### src/rtl/hazard_ctrl.sv
// Pipeline hazard unit: stall/flush/forwarding control plus stall/flush event counters and a stall watchdog.
// Optional forwarding path is compiled in with macro HAZARD_FWD_EN.
module hazard_ctrl #(
  localparam int unsigned REG_W  = 5,
  localparam int unsigned CNT_W  = 16,
  localparam int unsigned CONS_W = 3
) (
  input  logic             clk,
  input  logic             rst,
  input  logic [REG_W-1:0] D_rs,
  input  logic [REG_W-1:0] D_rt,
  input  logic             D_useRs,
  input  logic             D_useRt,
  input  logic [REG_W-1:0] X_dest,
  input  logic [REG_W-1:0] M_dest,
  input  logic [REG_W-1:0] W_dest,
  input  logic             X_RegWrite,
  input  logic             M_RegWrite,
  input  logic             W_RegWrite,
  input  logic             X_MemRead,
  input  logic [REG_W-1:0] X_rs,
  input  logic [REG_W-1:0] X_rt,
  input  logic             M_Branch,
  input  logic             M_Zero,
  output logic             pc_write,
  output logic             ifid_write,
  output logic             idex_bubble,
  output logic             ifid_flush,
  output logic             idex_flush,
  output logic             exmem_flush,
  output logic             pc_src,
  output logic [1:0]       fwdA,
  output logic [1:0]       fwdB,
  output logic [CNT_W-1:0] stall_cnt,
  output logic [CNT_W-1:0] flush_cnt,
  output logic             hz_err
);

  typedef enum logic {RUN, STALL} state_t;

  state_t              state, next_state;
  logic                hit_x;
  logic                stall_req;
  logic                flush_req;
  logic                stall_apply;
  logic [CONS_W-1:0]   cons_cnt;

  assign hit_x = X_RegWrite && (X_dest != '0) &&
                 ((D_useRs && (D_rs == X_dest)) || (D_useRt && (D_rt == X_dest)));
  assign flush_req   = M_Branch && M_Zero;
  assign stall_apply = stall_req && !flush_req;

`ifdef HAZARD_FWD_EN
  // Only a load in EX cannot be forwarded in time; everything else is bypassed.
  assign stall_req = hit_x && X_MemRead;

  always_comb begin
    fwdA = 2'b00;
    fwdB = 2'b00;
    if (M_RegWrite && (M_dest != '0) && (M_dest == X_rs))      fwdA = 2'b10;
    else if (W_RegWrite && (W_dest != '0) && (W_dest == X_rs)) fwdA = 2'b01;
    if (M_RegWrite && (M_dest != '0) && (M_dest == X_rt))      fwdB = 2'b10;
    else if (W_RegWrite && (W_dest != '0) && (W_dest == X_rt)) fwdB = 2'b01;
  end
`else
  logic hit_m;
  logic unused_fwd_inputs;

  // WB writes the regfile in the first half-cycle, so only EX and MEM producers stall.
  assign hit_m = M_RegWrite && (M_dest != '0) &&
                 ((D_useRs && (D_rs == M_dest)) || (D_useRt && (D_rt == M_dest)));
  assign stall_req = hit_x || hit_m;
  assign fwdA = 2'b00;
  assign fwdB = 2'b00;
  assign unused_fwd_inputs = ^{W_dest, W_RegWrite, X_rs, X_rt, X_MemRead};
`endif

  always_ff @(negedge clk or posedge rst) begin
    if (rst) state <= RUN;
    else     state <= next_state;
  end

  // Next state and pipeline control; flush always wins over stall.
  always_comb begin
    next_state  = state;
    pc_write    = 1'b1;
    ifid_write  = 1'b1;
    idex_bubble = 1'b0;
    ifid_flush  = 1'b0;
    idex_flush  = 1'b0;
    exmem_flush = 1'b0;
    pc_src      = 1'b0;
    case (state)
      RUN:     if (stall_apply) next_state = STALL;
      STALL:   if (!stall_apply) next_state = RUN;
      default: next_state = RUN;
    endcase
    if (flush_req) begin
      next_state  = RUN;
      pc_src      = 1'b1;
      ifid_flush  = 1'b1;
      idex_flush  = 1'b1;
      exmem_flush = 1'b1;
    end else if (stall_req) begin
      pc_write    = 1'b0;
      ifid_write  = 1'b0;
      idex_bubble = 1'b1;
    end
  end

  always_ff @(negedge clk or posedge rst) begin
    if (rst) begin
      cons_cnt  <= '0;
      stall_cnt <= '0;
      flush_cnt <= '0;
      hz_err    <= 1'b0;
    end else begin
      if (stall_apply) begin
        if (cons_cnt != '1) cons_cnt <= cons_cnt + CONS_W'(1);
        if (stall_cnt != '1) stall_cnt <= stall_cnt + CNT_W'(1);
        // Fourth back-to-back stall edge trips the sticky watchdog.
        if (cons_cnt == CONS_W'(3)) hz_err <= 1'b1;
      end else begin
        cons_cnt <= '0;
      end
      if (flush_req && (flush_cnt != '1)) flush_cnt <= flush_cnt + CNT_W'(1);
    end
  end

endmodule

### config.mk
export PLATFORM = sky130hd
export DESIGN_NAME = hazard_ctrl
export DESIGN_NICKNAME = d
export VERILOG_FILES = /design/src/rtl/hazard_ctrl.sv
export SDC_FILE = /design/constraint.sdc
export NUM_CORES = 1
export LEC_CHECK = 0
export ABC_AREA = 1
export CAP_MARGIN = 20
export CORE_ASPECT_RATIO = 1.25
export CORE_MARGIN = 5
export CORE_UTILIZATION = 45
export CTS_CLUSTER_SIZE = 10
export DETAILED_ROUTE_END_ITERATION = 10
export GPL_ROUTABILITY_DRIVEN = 0
export HOLD_SLACK_MARGIN = 0.1
export PLACE_DENSITY = 0.8
export SLEW_MARGIN = 25
export SYNTH_ARGS = -nofsm -noshare
export SYNTH_HDL_FRONTEND = slang
export SYNTH_SLANG_ARGS = --single-unit
### constraint.sdc
create_clock -name clk -period 1.98 [get_ports clk]
set_clock_uncertainty 0.15 [all_clocks]
set_input_delay 0.198 -clock clk [delete_from_list [all_inputs] [get_ports clk]]
set_output_delay 0.198 -clock clk [all_outputs]
set_load 0.02 [all_outputs]
Word level (Yosys, flattened, before mapping)
Index checks and enable logic that the tools add are counted.
{"block": "totals", "regBits": 36, "out_inout_bits": 44}
{"block": "op_classes", "addsub": 3, "n_eq_ne": 9, "n_mux": 7, "n_reduce_logical": 19}
{"op": "adder 16 x 1 -> 16 bit, second input constant", "count": 2}
{"op": "inequality test 16 bit, second input constant", "count": 2}
{"op": "== test 5 bit", "count": 4}
{"op": "logical AND 1 bit", "count": 11}
{"op": "nonzero test 5 bit", "count": 2}
{"op": "2-to-1 mux 3 bit", "count": 2}
{"op": "2-to-1 mux 1 bit", "count": 5}
{"op": "AND reduction 2 bit", "count": 2}
{"op": "adder 3 x 1 -> 3 bit, second input constant", "count": 1}
{"op": "== test 3 x 2 -> 1 bit, second input constant", "count": 1}
{"op": "logical OR 1 bit", "count": 3}
{"op": "inequality test 3 bit, second input constant", "count": 1}
{"op": "inequality test 2 x 1 -> 1 bit, second input constant", "count": 1}
{"op": "zero test 1 bit", "count": 1}

Depth between registers and ports, before layout
{"block": "depth", "word_depth": 7, "depth_mapped": 12, "depth_no_buf": 12}

==> qor.txt <==
Clk buf depth - 2
Sequential share of power - 34.8%
Die Height - 93.2 um
Worst Hold Path EP - hz_err
Worst-path maximum fanout - 8
Total CTS buffers - 5
CTS Hold Bufs - 0
GRT Residual Overflow - 0
R2r setup slk - -0.09 ns
Die width - 76.6 um
Total length of routed wires - 8570 um
Synth cell types - 26
Setup_tns - -13.25 ns
Vias in the first global route - 2902
Post-synth ARST share - 100%
Startpoint types - input port
Setup CP Type - input port to flip-flop
Port bufs - 67
Arr. time, crit path - 1.35 ns
Via count - 2940
Clock transition at path regs - 0.06 ns
Synth cell count leaders - 133 x nand2_1, 39 x nor2_1, 36 x dfrtn_1
Crit Reg-Reg Startpoint - stall_cnt[1]
WHS - 0.316 ns
Initial core utilization - 46.1%
Antenna fix cells - 0
Final Max Slew Viols - 0
# setup viols final - 53
Sw Pwr - 0.000887 W
I/O pin total - 89
Worst reg2reg path depth - 11
Post-DRT Antenna Nets - 0
Wire per inst - 15.1 um
Synthesized flop and latch total - 36
Max Cap Violations - 0
Post-synth EDFFs - 0
Router iterations before antenna repair - 4
Die area - 7130 um^2
Synth area leader - dfrtn_1
Hold Crit Start - hz_err
Area share of the largest cell type after synthesis - 36.2%
Layout area overhead - 68.1%
Initial antenna violation count - 0
Row Count - 30
VDD IR max - 324 uV
Comb pwr share - 38.8%
CTS tree - done
Layout Cell Area excl Fill - 4190 um^2
Yosys warning count - 0
Hold path depth - 2
Largest net degree at the start of global routing - 22
DR vias/cell - 5.18
Syn_area_per_cell - 6.98 um^2
H-tree levels - 2
Worst Setup Slack, final - -0.365 ns
GRT Util Overall - 22.6%
DP Wirelength - 5280 um
Worst Hold Class - flip-flop to flip-flop
Internal Pwr Total - 0.00169 W
Leak pwr - 2.26 nW
Cell Area, Synth - 2490 um^2
Final Hold Viols - 0
Fin nets - 553
PwrDens - 614 nW/um^2
Fraction of layout cells with a size suffix above 1 - 46.2%
Worst-Skew Late Latency - 0.30 ns
Crit end category - flip-flop
Required @ worst endpoint - 0.99 ns
Leading post-synthesis cells by cell area - dfrtn_1 36%, nand2_1 20%, nor2_1 5.9%
Global-route wire length before repair - 13200 um
Place WS - -1.09 ns
CORE AREA - 5410 um^2
Ys flop type - dfrtn_1
RSZ-0062 raised after global routing - true
Most common cell in the netlist - nand2_1
Cells after synthesis - 357
Outcome - finished with violations
Sequential element share of the synthesized area - 36.2%
Reg2reg end - stall_cnt[6]
Clock network fraction of design power - 26.4%
Remaining DRCs - 0
Sink Count - 36
Failing checks - setup timing
Sw frac - 34.5%
Post-DP Area - 3710 um^2
Root Driver - clkbuf_8
Initial DRC Count - 215
## cell usage in the layout (no fill, tap or decap), types with 4 or more instances in the layout
cell type / instances
xor2_1: 15
nand3_1: 13
dfrtn_1: 36
clkbuf_8: 5
nand3_2: 5
nand4_1: 22
clkdlybuf4s50_1: 5
inv_1: 19
buf_4: 89
nor2_4: 7
ha_1: 4
nand2_4: 4
xnor2_1: 12
nor2_2: 9
nand2_1: 105
nor2_1: 26
inv_2: 17
buf_2: 5
buf_6: 40
conb_1: 4
nand2_2: 27
## worst max-delay path by stage
| stage | startpoint | end | depth (start not counted) |
|---|---|---|---|
| floorplan | D_rt[3] | stall_cnt[8] | 12 |
| global placement | D_rs[3] | stall_cnt[3] | 12 |
| detailed placement | D_rs[3] | stall_cnt[9] | 12 |
| CTS | X_dest[3] | stall_cnt[7] | 13 |
| global route | X_dest[3] | stall_cnt[8] | 13 |
| finish | M_dest[0] | stall_cnt[8] | 12 |
## through the flow
step | cells | total power [W] | util (%)
5_1_grt | 568 | 0.00268 | 77.5
3_3_place_gp | 532 | 0.00174 | 68.7
3_5_place_dp | 532 | 0.00176 | 68.7
2_1_floorplan | 360 | 0.00129 | -
6_report | 568 | 0.00257 | 77.5
4_1_cts | 556 | 0.00247 | 73.1
## per-layer routing
| metal | GRT usage [%] | up-vias | share of wire, % |
|---|---|---|---|
| li1 | - | 1399 | - |
| met1 | 24.9 | 1373 | 36 |
| met3 | 2.99 | 34 | 6.5 |
| met5 | 0 | - | 0 |
| met4 | 12.8 | 0 | 4.2 |
| met2 | 41.2 | 134 | 54 |
## what timing repair did
item | 4_1_cts | 5_1_grt
cloned | 2 | 0
setup buffers | 14 | 15
setup endpoints to repair | 76 | 72
gates resized for setup | 321 | 61
pin swaps | 30 | 38
## kinds of logic (layout without fill, tap and decap cells)
logic type / count (synthesis) / in the layout / share of synthesized area, %
DFF: 36 / 36 / 36.2
muxes: 1 / 1 / 0.402
and+or+nand+nor: 226 / 227 / 40.1
buffers and inverters: 56 / 199 / 10.2
adders and majority gates: 5 / 5 / 2.51
other: 1 / 4 / 0.151
xor gates and xnor gates: 27 / 27 / 9.49
AOI/OAI and AO/OA: 5 / 5 / 1.00
## layout make-up
cell class | instances | area (um^2)
multi-input combinational | 269 | 1600
timing repair buffer | 147 | 1290
fill | 352 | 1220
sequential | 36 | 901
inverter | 44 | 204
tap | 64 | 80.1
clock buffer | 5 | 68.8
clock inverter | 3 | 42.5
## worst max-delay path, cell delays in order
cell and delay (ns):
buf_4 0.13, nand2_1 0.06, nand2_1 0.06, nor2_2 0.14, nand3_1 0.08, nand2_1 0.08
nand2_2 0.06, nand2_4 0.11, buf_6 0.11, nand3_4 0.15, nand2_1 0.10, nand2_1 0.07
## sequential cells by signal (all words and copies together) (netlist names)
| signal | cells |
|---|---|
| cons_cnt | 3 |
| hz_err | 1 |
| stall_cnt | 16 |
| flush_cnt | 16 |
## power groups by stage
stage	combinational [W]	sequential, W	clock, W
floorplan	0.000262	0.00103	0
global placement	0.000848	0.000888	0
detailed placement	0.000872	0.000891	0
CTS	0.000914	0.000893	0.000663
global route	0.00108	0.000901	0.000705
finish	0.000998	0.000895	0.000680
(Power assumes the default switching activity.)
